**config.mk**
```make
export PLATFORM = sky130hd
export DESIGN_NAME = mux_ctrl
export DESIGN_NICKNAME = d
export VERILOG_FILES = /design/src/rtl/mux_ctrl.sv
export SDC_FILE = /design/constraint.sdc
export NUM_CORES = 1
export LEC_CHECK = 0
export ABC_AREA = 1
export CORE_UTILIZATION = 48
export CTS_CLUSTER_SIZE = 16
export DETAILED_ROUTE_END_ITERATION = 12
export HOLD_SLACK_MARGIN = 0.15
export PLACE_DENSITY = 0.7
export SETUP_SLACK_MARGIN = 0.15
export SLEW_MARGIN = 20
export SYNTH_ARGS = -nofsm -noshare
export SYNTH_HDL_FRONTEND = slang
export SYNTH_SLANG_ARGS = --single-unit
```
**constraint.sdc**
```tcl
create_clock -name fpga_clk_i -period 4.78 [get_ports fpga_clk_i]
set_clock_uncertainty 0.15 [all_clocks]
set_input_delay 0.478 -clock fpga_clk_i [delete_from_list [all_inputs] [get_ports fpga_clk_i]]
set_output_delay 0.478 -clock fpga_clk_i [all_outputs]
set_load 0.005 [all_outputs]
```
**src/rtl/mux_ctrl.sv**
```systemverilog
// MUX instruction executor: loads the crossbar switch chain and/or runs one SPI ADC
// conversion, then returns the 16-bit result on the direct-data port.
module mux_ctrl #(
   parameter int SW_BITS       = 22,
   parameter int SCLK_DIV      = 4,
   parameter int CNV_CYCLES    = 100,
   parameter int SETTLE_CYCLES = 50
) (
   input  logic        fpga_clk_i,
   input  logic        reset_n_i,
   input  logic [23:0] mux_ins_i,
   input  logic        mux_en_i,
   output logic        mux_idle_o,
   output logic        mux_data_ready_o,
   output logic [15:0] mux_data_o,
   output logic        ovr_o,
   output logic        sw_sclk_o,
   output logic        sw_sdo_o,
   output logic        sw_sync_n_o,
   output logic        adc_cnv_o,
   output logic        adc_sclk_o,
   input  logic        adc_sdo_i
);

   localparam int PH_W = (SCLK_DIV > 1) ? $clog2(SCLK_DIV) : 1;

   typedef enum logic [2:0] {IDLE, SW_SHIFT, SW_LATCH, SETTLE, CNV, ADC_SHIFT, DONE} state_t;
   typedef enum logic [1:0] {CMD_NOP, CMD_CONNECT, CMD_MEASURE, CMD_CONN_MEAS} cmd_t;

   state_t             state;
   cmd_t               cmd;
   cmd_t               new_cmd;
   logic [SW_BITS-1:0] sw_shift;
   logic [15:0]        adc_shift;
   logic [15:0]        adc_next;
   logic [4:0]         bit_cnt;
   logic [PH_W-1:0]    phase;
   logic [15:0]        delay;
   logic               phase_end;
   logic               can_accept;

   assign new_cmd    = cmd_t'(mux_ins_i[23:22]);
   assign phase_end  = (phase == PH_W'(SCLK_DIV - 1));
   assign can_accept = (state == IDLE) || (state == DONE);
   assign adc_next   = {adc_shift[14:0], adc_sdo_i};

   // NOTE: every register here, outputs included, is updated with <= so all reads in
   // this block see the pre-edge value and the final assignment in program order wins.
   always_ff @(posedge fpga_clk_i) begin
      if (!reset_n_i) begin
         state            <= IDLE;
         cmd              <= CMD_NOP;
         sw_shift         <= '0;
         adc_shift        <= '0;
         bit_cnt          <= '0;
         phase            <= '0;
         delay            <= '0;
         mux_idle_o       <= 1'b1;
         mux_data_ready_o <= 1'b0;
         mux_data_o       <= '0;
         ovr_o            <= 1'b0;
         sw_sclk_o        <= 1'b0;
         sw_sdo_o         <= 1'b0;
         sw_sync_n_o      <= 1'b1;
         adc_cnv_o        <= 1'b0;
         adc_sclk_o       <= 1'b0;
      end else begin
         mux_data_ready_o <= 1'b0;
         if (mux_en_i && !can_accept) ovr_o <= 1'b1;

         case (state)
            IDLE, DONE: begin
               state      <= IDLE;
               mux_idle_o <= 1'b1;
               if (mux_en_i) begin
                  cmd   <= new_cmd;
                  phase <= '0;
                  case (new_cmd)
                     CMD_CONNECT, CMD_CONN_MEAS: begin
                        state       <= SW_SHIFT;
                        mux_idle_o  <= 1'b0;
                        sw_sync_n_o <= 1'b0;
                        sw_sdo_o    <= mux_ins_i[SW_BITS-1];
                        sw_shift    <= {mux_ins_i[SW_BITS-2:0], 1'b0};
                        bit_cnt     <= 5'(SW_BITS - 1);
                     end
                     CMD_MEASURE: begin
                        state      <= CNV;
                        mux_idle_o <= 1'b0;
                        adc_cnv_o  <= 1'b1;
                        delay      <= 16'(CNV_CYCLES - 1);
                     end
                     default: ;
                  endcase
               end
            end

            // Data moves only on the falling sclk edge, so it is stable at the chip's rising edge.
            SW_SHIFT: begin
               if (phase_end) begin
                  phase <= '0;
                  if (!sw_sclk_o) begin
                     sw_sclk_o <= 1'b1;
                  end else begin
                     sw_sclk_o <= 1'b0;
                     if (bit_cnt == 5'd0) begin
                        state       <= SW_LATCH;
                        sw_sdo_o    <= 1'b0;
                        sw_sync_n_o <= 1'b1;
                     end else begin
                        bit_cnt  <= bit_cnt - 5'd1;
                        sw_sdo_o <= sw_shift[SW_BITS-1];
                        sw_shift <= sw_shift << 1;
                     end
                  end
               end else begin
                  phase <= phase + 1'b1;
               end
            end

            SW_LATCH: begin
               if (phase_end) begin
                  phase <= '0;
                  if (cmd == CMD_CONN_MEAS) begin
                     state <= SETTLE;
                     delay <= 16'(SETTLE_CYCLES - 1);
                  end else begin
                     state      <= IDLE;
                     mux_idle_o <= 1'b1;
                  end
               end else begin
                  phase <= phase + 1'b1;
               end
            end

            SETTLE: begin
               if (delay == 16'd0) begin
                  state     <= CNV;
                  adc_cnv_o <= 1'b1;
                  delay     <= 16'(CNV_CYCLES - 1);
               end else begin
                  delay <= delay - 16'd1;
               end
            end

            CNV: begin
               if (delay == 16'd0) begin
                  state     <= ADC_SHIFT;
                  adc_cnv_o <= 1'b0;
                  bit_cnt   <= 5'd15;
                  phase     <= '0;
               end else begin
                  delay <= delay - 16'd1;
               end
            end

            // The last bit is captured on the same edge that publishes the result.
            ADC_SHIFT: begin
               if (phase_end) begin
                  phase <= '0;
                  if (!adc_sclk_o) begin
                     adc_sclk_o <= 1'b1;
                  end else begin
                     adc_sclk_o <= 1'b0;
                     adc_shift  <= adc_next;
                     if (bit_cnt == 5'd0) begin
                        state            <= DONE;
                        mux_data_o       <= adc_next;
                        mux_data_ready_o <= 1'b1;
                        mux_idle_o       <= 1'b1;
                     end else begin
                        bit_cnt <= bit_cnt - 5'd1;
                     end
                  end
               end else begin
                  phase <= phase + 1'b1;
               end
            end

            default: state <= IDLE;
         endcase
      end
   end

endmodule

```
==> results.md <==
- Status: finished clean
- Starting Density: 0.5075
- HP Class: reg -> reg
- Setup violators final: 0
- Share of layout cells above drive strength 1: 0.05620
- Kind of critical path: reg -> reg
- Sequential share of power: 0.356
- CTS resizes: 0
- Sw Ratio: 0.4463
- Setup crit end kind: register
- Fin nets: 721
- Mapped cell area: 0.004254 mm^2
- Tcrit/Tclk final: 0.6106
- Unrepaired setup endpoints after global routing: false
- NetSw: 1293 uW
- Die Span Y: 96.14 um
- Layout Cells excl Fill: 799
- Synthesized Nets: 683
- Hpwl dp: 6717 um
- WL/cell: 12.14 um
- TritonCTS clock tree: yes
- Max-Cap Viols: 0
- # fillers: 836
- Top cell type by total area after synthesis: dfxtp_1
- DRT iter0 DRCs: 156
- Drt pass-1 iters: 4
- Worst-case clock buffer depth: 2
- Vias in the first global route: 3,800
- P_int: 1604 uW
- Global-route wire length before repair: 16,770 um
- TNS Setup: 0 ns
- DP Area: 0.004778 mm^2
- Port buffer count: 51
- Peak supply drop: 0.2009 mV
- Io pins: 52
- Pleak: 0.002255 uW
- Final hold slack: 0.3180 ns
- Sequential share of the synthesized area: 0.4141
- Core area: 0.008382 mm^2
- DRC viols: 0
- P&R area growth vs syn: 17.24%
- Routed Antenna Nets: 0
- Clock latency on the worst-skew pair: 0.36 ns
- EDFF count, synth: 0
- Sink Count: 88
- Startpoint types: register
- Dpl cells: 783
- Synth Warn #: 0
- Final count of hold timing violations: 0
- Htree depth: 3
- GPL Wtd Cong: 0.8537
- Num CTS Buffers: 9
- Post-synthesis register bit count: 88
- Setup Buffers After CTS: 0
- Most area-consuming cells after synthesis: dfxtp_1, nand2_1, nor2_1
- Post-synth top flop: dfxtp_1
- Clock share of power: 0.189
- Rows: 33
- Die Wd: 96.14 um
- Clk root buf: clkbuf_8
- Diode count: 0
- Count leader, synth: nand2_1
- Slew HR: 0.4705
- Slew Limit Fails: 0
- Synthesized netlist cell count: 651
- Power Density: 581.0 mW/mm^2
- CTS Hold Bufs: 0
- Post-layout min period: 2.919 ns
- Final WL: 9703 um
- DR vias/cell: 5.044
- Synth top area share: 0.4141
- Largest net degree at the start of global routing: 66
- Global Route Usage Sum: 0.2321
- Worst slew pin tran: 0.7934 ns
- Yosys cell types: 29
- Combinational share of power: 0.455
- Fmax: 342.6 MHz
- CP arrival: 3.08 ns
- Crit path required time: 4.94 ns
- Final instance area: 0.004987 mm^2
- Via count: 4,030
- Total grt overflow: 0
- Ys async rst share: 0
- Syn Area/Cell: 6.535 um^2
- Initial antenna violation count: 0
- Die area: 0.009243 mm^2
- Worst-path clk slew: 0.10 ns
- Synth cell count leaders: nand2_1, nor2_1, dfxtp_1
- Worst Path Max Fanout: 21
## per-stage QoR
stage,setup slack (ns),utilization,total power [uW]
2_1_floorplan,3.012,-,2057
3_3_place_gp,1.888,0.5701,2330
3_5_place_dp,1.876,0.5701,2352
4_1_cts,1.847,0.5950,2905
5_1_grt,1.547,0.5950,3176
6_report,1.861,0.5950,2898
## kinds of logic (layout without fill, tap and decap cells)
group | count (synthesis) | in the layout | synth area share
buffers and inverters | 76 | 119 | 0.07324
and+or+nand+nor | 385 | 385 | 0.3724
DFF | 88 | 88 | 0.4141
AOI/OAI and AO/OA | 91 | 91 | 0.1141
xor gates and xnor gates | 7 | 7 | 0.01441
adders and majority gates | 4 | 4 | 0.01177
## state kept, by name, summed over array words and instances, names as in the netlist
name / flops
adc_cnv_o: 1
adc_sclk_o: 1
adc_shift: 15
bit_cnt: 5
cmd: 2
delay: 16
mux_data_o: 16
mux_data_ready_o: 1
mux_idle_o: 1
ovr_o: 1
phase: 2
state: 3
sw_sclk_o: 1
sw_sdo_o: 1
sw_shift: 21
sw_sync_n_o: 1
## worst max-delay path: stages (launching register included)
cell,delay [ns]
dfxtp_1,0.42
inv_1,0.13
nand2_2,0.12
nor2_2,0.18
inv_2,0.10
nor2_4,0.34
inv_2,0.20
nor2_2,0.42
inv_2,0.22
nor2_2,0.38
nand2_1,0.11
nand2_1,0.07
## worst paths after layout
path                               startpoint              to  slack (ns)  cells after the start
worst max-delay path                 state[1]   mux_data_o[6]        1.86                     11
worst min-delay path            adc_shift[11]  mux_data_o[12]        0.32                      2
worst max register to register       state[1]   mux_data_o[6]        1.86                     11
worst min register to register  adc_shift[11]  mux_data_o[12]        0.32                      2
## power by group through the flow
| stage | registers, uW | logic (uW) | clock network (uW) |
|---|---|---|---|
| after global placement | 1040 | 1290 | 0 |
| after detailed placement | 1040 | 1310 | 0 |
| after floorplan | 1010 | 1050 | 0 |
| after CTS | 1030 | 1320 | 558 |
| after global routing | 1060 | 1540 | 585 |
| final | 1030 | 1320 | 549 |
## final cells by class
type / count / area, um^2 / area share
Sequential cell: 88 / 1762 / 0.3532
Timing Repair Buffer: 52 / 513.0 / 0.1029
Clock inverter: 7 / 85.08 / 0.01706
Clock buffer: 9 / 123.9 / 0.02484
Multi-Input combinational cell: 487 / 2181 / 0.4373
Inverter: 51 / 191.4 / 0.03838
Tap cell: 105 / 131.4 / 0.02634
## layer usage
metal / global-route usage / vias up / part of all wire
met5: 0 / - / 0
met4: 0.08085 / 0 / 0.013
met3: 0.04502 / 12 / 0.046
met2: 0.4007 / 79 / 0.47
met1: 0.2868 / 1801 / 0.47
li1: - / 2138 / -
## cells in the final DEF (no fill, tap or decap), types with 2 or more instances in the layout
cell,synthesis,routed
nand3_2,2,2
nand3_1,41,41
nor2_4,4,4
nor2_1,138,138
or2_2,2,2
o21ai_1,4,4
nand2_1,185,185
ha_1,4,4
nor2_2,3,3
clkbuf_8,0,9
inv_8,0,2
clkinvlp_4,0,2
a21oi_1,21,21
xor2_1,5,5
xnor2_1,2,2
inv_6,0,2
a211oi_1,7,7
dfxtp_1,88,88
inv_1,45,45
nand3b_1,3,3
clkdlybuf4s50_1,0,50
nand4_1,4,4
o21ai_0,55,55
inv_2,6,6
Power figures use the tool's default switching activity.
